===== config.mk =====
export PLATFORM = sky130hd
export DESIGN_NAME = mux4_rr_arbiter_flat
export DESIGN_NICKNAME = d
export VERILOG_FILES = /design/src/rtl/mux4_rr_arbiter_if.sv /design/src/rtl/mux4_rr_arbiter.sv /design/src/flat_wrapper.sv
export SDC_FILE = /design/constraint.sdc
export NUM_CORES = 1
export LEC_CHECK = 0
export BUFFER_PORTS_ARGS = -buffer_cell sky130_fd_sc_hd__buf_2
export CAP_MARGIN = 0
export CORE_UTILIZATION = 45
export CTS_CLUSTER_SIZE = 30
export DETAILED_ROUTE_END_ITERATION = 8
export PLACE_DENSITY_LB_ADDON = 0.15
export SETUP_SLACK_MARGIN = 0.15
export SLEW_MARGIN = 20
export SYNTH_ARGS = -nofsm -noshare
export SYNTH_HDL_FRONTEND = slang
export SYNTH_SLANG_ARGS = --single-unit
export TNS_END_PERCENT = 1

===== constraint.sdc =====
create_clock -name Clk -period 2.4 [get_ports Clk]
set_clock_uncertainty 0.15 [all_clocks]
set_input_delay 0.12 -clock Clk [delete_from_list [all_inputs] [get_ports Clk]]
set_output_delay 0.12 -clock Clk [all_outputs]
set_load 0.005 [all_outputs]

===== src/rtl/mux4_rr_arbiter_if.sv =====
// Handshake bundle between four requesters, the mux4_rr_arbiter and its downstream consumer.
// The slave modport is the arbiter side; the master modport is the requester/consumer side.
interface mux4_rr_arbiter_if #(
  parameter int unsigned W = 8
);
  logic [4*W-1:0] In;
  logic [3:0]     ReqValid;
  logic [3:0]     ReqReady;
  logic [1:0]     S;
  logic [W-1:0]   Out;
  logic           OutValid;
  logic           OutReady;
  logic           Busy;

  modport master (
    output In, ReqValid, OutReady,
    input  ReqReady, S, Out, OutValid, Busy
  );

  modport slave (
    input  In, ReqValid, OutReady,
    output ReqReady, S, Out, OutValid, Busy
  );
endinterface


===== src/rtl/mux4_rr_arbiter.sv =====
// Round-robin, burst-bounded arbiter driving a 4:1 mux select plus one registered output stage.
// Define MUX4_ARB_FIXED_PRIO_EN for fixed priority (requester 0 highest, no rotating pointer).
module mux4_rr_arbiter #(
  parameter int unsigned W         = 8,
  parameter int unsigned MAX_BURST = 4
) (
  input logic              Clk,
  input logic              Rst,
  mux4_rr_arbiter_if.slave bus
);

  localparam logic [3:0] BEAT_LAST = 4'(MAX_BURST - 1);

  typedef enum logic {
    IDLE  = 1'b0,
    GRANT = 1'b1
  } state_t;

  state_t       r_state;
  state_t       w_state_nxt;
  logic [1:0]   r_s;
  logic [3:0]   r_beats;
  logic [W-1:0] r_out;
  logic         r_out_valid;
  logic         r_busy;

  logic [1:0]   w_base;
  logic [1:0]   w_winner;
  logic         w_any_req;
  logic         w_req_cur;
  logic         w_rdy;
  logic         w_grant;
  logic         w_xfer;
  logic         w_release;
  logic [3:0]   w_req_ready;
  logic [W-1:0] w_lane;

`ifdef MUX4_ARB_FIXED_PRIO_EN
  assign w_base = 2'd0;
`else
  logic [1:0] r_ptr;

  // Priority rotates to the requester after the one just released
  always_ff @(posedge Clk) begin
    if (Rst) begin
      r_ptr <= 2'd0;
    end else if (w_release) begin
      r_ptr <= r_s + 2'd1;
    end
  end

  assign w_base = r_ptr;
`endif

  assign w_any_req = |bus.ReqValid;
  assign w_req_cur = bus.ReqValid[r_s];

  // First valid requester scanning base, base+1, ... mod 4
  always_comb begin
    logic [1:0] idx;
    logic       found;
    w_winner = 2'd0;
    found    = 1'b0;
    idx      = 2'd0;
    for (int unsigned i = 0; i < 4; i++) begin
      idx = w_base + 2'(i);
      if (!found && bus.ReqValid[idx]) begin
        w_winner = idx;
        found    = 1'b1;
      end
    end
  end

  // Mux tree lane selected by the registered select
  always_comb begin
    w_lane = bus.In[0 +: W];
    case (r_s)
      2'd1:    w_lane = bus.In[W +: W];
      2'd2:    w_lane = bus.In[2*W +: W];
      2'd3:    w_lane = bus.In[3*W +: W];
      default: w_lane = bus.In[0 +: W];
    endcase
  end

  always_ff @(posedge Clk) begin
    if (Rst) begin
      r_state <= IDLE;
    end else begin
      r_state <= w_state_nxt;
    end
  end

  always_comb begin
    w_state_nxt = r_state;
    case (r_state)
      IDLE:    if (w_grant)   w_state_nxt = GRANT;
      GRANT:   if (w_release) w_state_nxt = IDLE;
      default: w_state_nxt = IDLE;
    endcase
  end

  // Ready follows OutReady combinationally so a drain and a load can share one cycle
  always_comb begin
    w_req_ready = 4'd0;
    w_grant     = 1'b0;
    w_xfer      = 1'b0;
    w_release   = 1'b0;
    w_rdy       = !r_out_valid || bus.OutReady;
    case (r_state)
      IDLE: begin
        w_grant = w_any_req;
      end
      GRANT: begin
        w_req_ready[r_s] = w_rdy;
        w_xfer           = w_req_cur && w_rdy;
        w_release        = (w_xfer && (r_beats == BEAT_LAST)) || !w_req_cur;
      end
      default: begin
        w_grant = 1'b0;
      end
    endcase
  end

  always_ff @(posedge Clk) begin
    if (Rst) begin
      r_s         <= 2'd0;
      r_beats     <= 4'd0;
      r_out       <= '0;
      r_out_valid <= 1'b0;
      r_busy      <= 1'b0;
    end else begin
      r_busy <= (w_state_nxt == GRANT);
      if (w_grant) begin
        r_s     <= w_winner;
        r_beats <= 4'd0;
      end else if (w_xfer) begin
        r_beats <= r_beats + 4'd1;
      end
      if (w_xfer) begin
        r_out       <= w_lane;
        r_out_valid <= 1'b1;
      end else if (r_out_valid && bus.OutReady) begin
        r_out_valid <= 1'b0;
      end
    end
  end

  assign bus.ReqReady = w_req_ready;
  assign bus.S        = r_s;
  assign bus.Out      = r_out;
  assign bus.OutValid = r_out_valid;
  assign bus.Busy     = r_busy;

endmodule


===== src/flat_wrapper.sv =====
// flat-port wrapper written by rule: the top's interface ports become plain ports
module mux4_rr_arbiter_flat 
#(
  parameter int unsigned W         = 8,
  parameter int unsigned MAX_BURST = 4
)
  (Clk, Rst, bus_In, bus_ReqValid, bus_OutReady, bus_ReqReady, bus_S, bus_Out, bus_OutValid, bus_Busy);
  mux4_rr_arbiter_if #(.W(W)) bus_i ();
  input logic Clk;
  input logic Rst;
  input wire logic [$bits(bus_i.In)-1:0] bus_In;
  input wire logic [$bits(bus_i.ReqValid)-1:0] bus_ReqValid;
  input wire logic [$bits(bus_i.OutReady)-1:0] bus_OutReady;
  output wire logic [$bits(bus_i.ReqReady)-1:0] bus_ReqReady;
  output wire logic [$bits(bus_i.S)-1:0] bus_S;
  output wire logic [$bits(bus_i.Out)-1:0] bus_Out;
  output wire logic [$bits(bus_i.OutValid)-1:0] bus_OutValid;
  output wire logic [$bits(bus_i.Busy)-1:0] bus_Busy;
  assign bus_i.In = bus_In;
  assign bus_i.ReqValid = bus_ReqValid;
  assign bus_i.OutReady = bus_OutReady;
  assign bus_ReqReady = bus_i.ReqReady;
  assign bus_S = bus_i.S;
  assign bus_Out = bus_i.Out;
  assign bus_OutValid = bus_i.OutValid;
  assign bus_Busy = bus_i.Busy;
  mux4_rr_arbiter #(.W(W), .MAX_BURST(MAX_BURST)) u_core (.Clk(Clk), .Rst(Rst), .bus(bus_i));
endmodule

==> flow_summary.json <==
{
  "fin_nets": 222,
  "syn-num-nets": 171,
  "clk_latency_ns": 0.29,
  "reg2reg_depth": 6,
  "intPower_mw": 0.493,
  "peakVddDrop_v": 0.000278,
  "dp_hpwl_um": 2020,
  "synth.distinct_cells": 26,
  "powerDensity_nw_per_um2": 499,
  "p_switching_mw": 0.201,
  "htreeDepth": 1,
  "globalplace.congestion": 0.850,
  "min_from": "bus_In[4]",
  "slew_violations": 0,
  "portBuffers": 54,
  "io-pin-count": 55,
  "setup_viol": 0,
  "dieArea_um2": 2640,
  "grt_overflow_total": 0,
  "critPathMaxFanout": 9,
  "leakage_nw": 0.727,
  "fp.dieW_um": 51.4,
  "synth_cells": 126,
  "routedWlPerCell_um": 13.2,
  "vias": 1128,
  "grt_max_degree": 17,
  "drv_cap": 0,
  "r2r-end": "u_core.bus.Out[6]",
  "first_global_vias": 1044,
  "cts_tree": "done",
  "critical_path_required_ns": 2.43,
  "fin_ws_ns": 0.445,
  "finalCriticalPeriod_ns": 1.95,
  "clkTransAtPathRegs_ns": 0.10,
  "whs_path_depth": 5,
  "worst_slew_pin_slew_ns": 0.475,
  "synth_flop_cell": "dfxtp_1",
  "antenna_cells": 0,
  "setup.worst_path.class": "reg2reg",
  "status": "finished, final reports clean",
  "coreArea_um2": 2250,
  "r2r-start": "u_core.bus.S[0]",
  "combPwrFrac_pct": 24.6,
  "drc": 0,
  "finalCritPeriodShare_pct": 81.5,
  "maxSlewHeadroom_pct": 68.3,
  "firstDrtPassIters": 4,
  "synth-seq-cells": 18,
  "fmax_ghz": 0.512,
  "avgSynthCellArea_um2": 8.71,
  "track_usage_pct": 22.7,
  "viasPerCell": 5.53,
  "p_seq_share_pct": 48.4,
  "r2r_setup_slack_ns": 0.45,
  "drt_iter0_markers": 53,
  "netlist_area_um2": 1100,
  "cts_buffers": 3,
  "antenna_left": 0,
  "arrival_ns": 1.99,
  "cp-start-kind": "flop",
  "swShare_pct": 29.0,
  "clk_path_buf_depth": 2,
  "hp-class": "in2reg",
  "finalHoldViolations": 0,
  "pre_cts_slack_ns": 0.476,
  "grt_pass1_wl_um": 4500,
  "worstSetupEndpointType": "flop",
  "placement_rows": 17,
  "synth-seq-area-share_pct": 32.8,
  "cts_resized": 0,
  "clock_power_share_pct": 27.1,
  "finalSetupTns_ns": 0,
  "layout-drive-gt1-share_pct": 34.1,
  "drt-total-wl_um": 2700,
  "antenna_found_initial": 0,
  "synth_edf_count": 0,
  "die_h_um": 51.4,
  "rsz0062_at_grt": "false",
  "syn2layout_area_growth_pct": 26.9,
  "fillCellCount": 219,
  "ys_async_sr_fraction_pct": 0,
  "cts.sinks": 18,
  "ys_warn_count": 0,
  "hold_end": "u_core.bus.Out[4]",
  "hold_buffers": 0,
  "post-cts-setup-buffers": 0,
  "root_buffer": "clkbuf_4",
  "start_util_pct": 48.7
}
-- power by group through the flow --
stage / clock network (mW) / logic, mW / registers, mW
after floorplan: 0 / 0.110 / 0.337
after global placement: 0 / 0.167 / 0.341
after detailed placement: 0 / 0.171 / 0.342
after CTS: 0.193 / 0.171 / 0.336
after global routing: 0.206 / 0.193 / 0.339
final: 0.188 / 0.171 / 0.336
-- layout by cell type, fill, tap and decap left out, drive strengths merged, types with 3 or more instances in the layout --
master / synthesis / routed
clkbuf: 7 / 4
a222oi: 8 / 8
nor2: 15 / 15
o21ai: 9 / 9
and3: 5 / 5
inv: 6 / 6
a21oi: 3 / 3
mux2i: 11 / 11
xor2: 3 / 3
nand2b: 5 / 5
dfxtp: 18 / 18
buf: 1 / 54
ha: 6 / 6
nand2: 12 / 12
-- cell usage after synthesis (3+ instances only) --
cell type,number,area share [%]
a21oi_1,3,1.4
a222oi_1,8,7.3
and3_1,5,2.9
clkbuf_1,7,2.4
dfxtp_1,18,33
ha_1,6,6.8
inv_1,6,2.1
mux2i_1,11,10
nand2_1,12,4.1
nand2b_1,5,2.9
nor2_1,15,5.1
o21ai_0,9,4.1
xor2_1,3,2.4
-- worst max path at each step --
stage / start / endpoint / slack [ns] / cells past startpoint
after global routing: u_core.bus.S[1] / u_core.bus.Out[6] / 0.25 / 6
after detailed placement: u_core.bus.S[0] / u_core.bus.Out[6] / 0.48 / 6
after global placement: u_core.bus.S[0] / u_core.bus.Out[5] / 0.54 / 4
after floorplan: u_core.bus.S[0] / u_core.bus.Out[0] / 0.62 / 5
after CTS: u_core.bus.S[0] / u_core.bus.Out[6] / 0.45 / 6
final: u_core.bus.S[0] / u_core.bus.Out[6] / 0.45 / 6
-- metal layers --
layer	global-route usage (%)	up-vias	part of all wire [%]
met2	38.1	61	48
met4	12.2	0	1.1
li1	-	566	-
met5	0	-	0
met1	27.8	497	43
met3	2.98	4	8.3
-- worst max-delay path, cell delays in order, from the launching register on --
cell	delay, ns
dfxtp_1	0.49
inv_1	0.15
ha_1	0.36
a222oi_1	0.36
o21ai_0	0.14
mux2i_1	0.14
nor2_1	0.06
-- metrics by stage --
step,cell area (um^2),util (%),power [mW],hold slack [ns],cells
global route,1390,61.8,0.738,0.0279,204
finish,1390,61.8,0.694,0.00698,204
floorplan,1100,-,0.447,0.0391,126
CTS,1390,61.8,0.700,0.00336,204
global placement,1360,60.2,0.508,0.308,200
detailed placement,1360,60.2,0.513,0.324,200
-- sequential cells by signal (all words and copies together) (netlist names) --
| register | count |
|---|---|
| u_core.bus.Out | 8 |
| u_core.r_beats | 4 |
| u_core.r_state | 1 |
| u_core.r_ptr | 2 |
| u_core.bus.OutValid | 1 |
| u_core.bus.S | 2 |
-- cell type report --
type	count	area [um^2]	share of cell area, %
clock buffers	4	36.3	2.61
inverters	6	22.5	1.62
multi-input cells	94	668	48.0
flip-flops and latches	18	360	25.9
well taps	28	35.0	2.52
repair buffers	54	270	19.4
-- kinds of logic after synthesis --
logic type                 share of synthesized area [%]
adders and majority gates                           6.84
AOI/OAI and AO/OA                                   21.3
buffers and inverters                               6.27
muxes                                               12.1
xor gates and xnor gates                            2.39
and+or+nand+nor                                     18.2
DFF                                                 32.8
No activity file was read; power rests on OpenSTA's default activity.
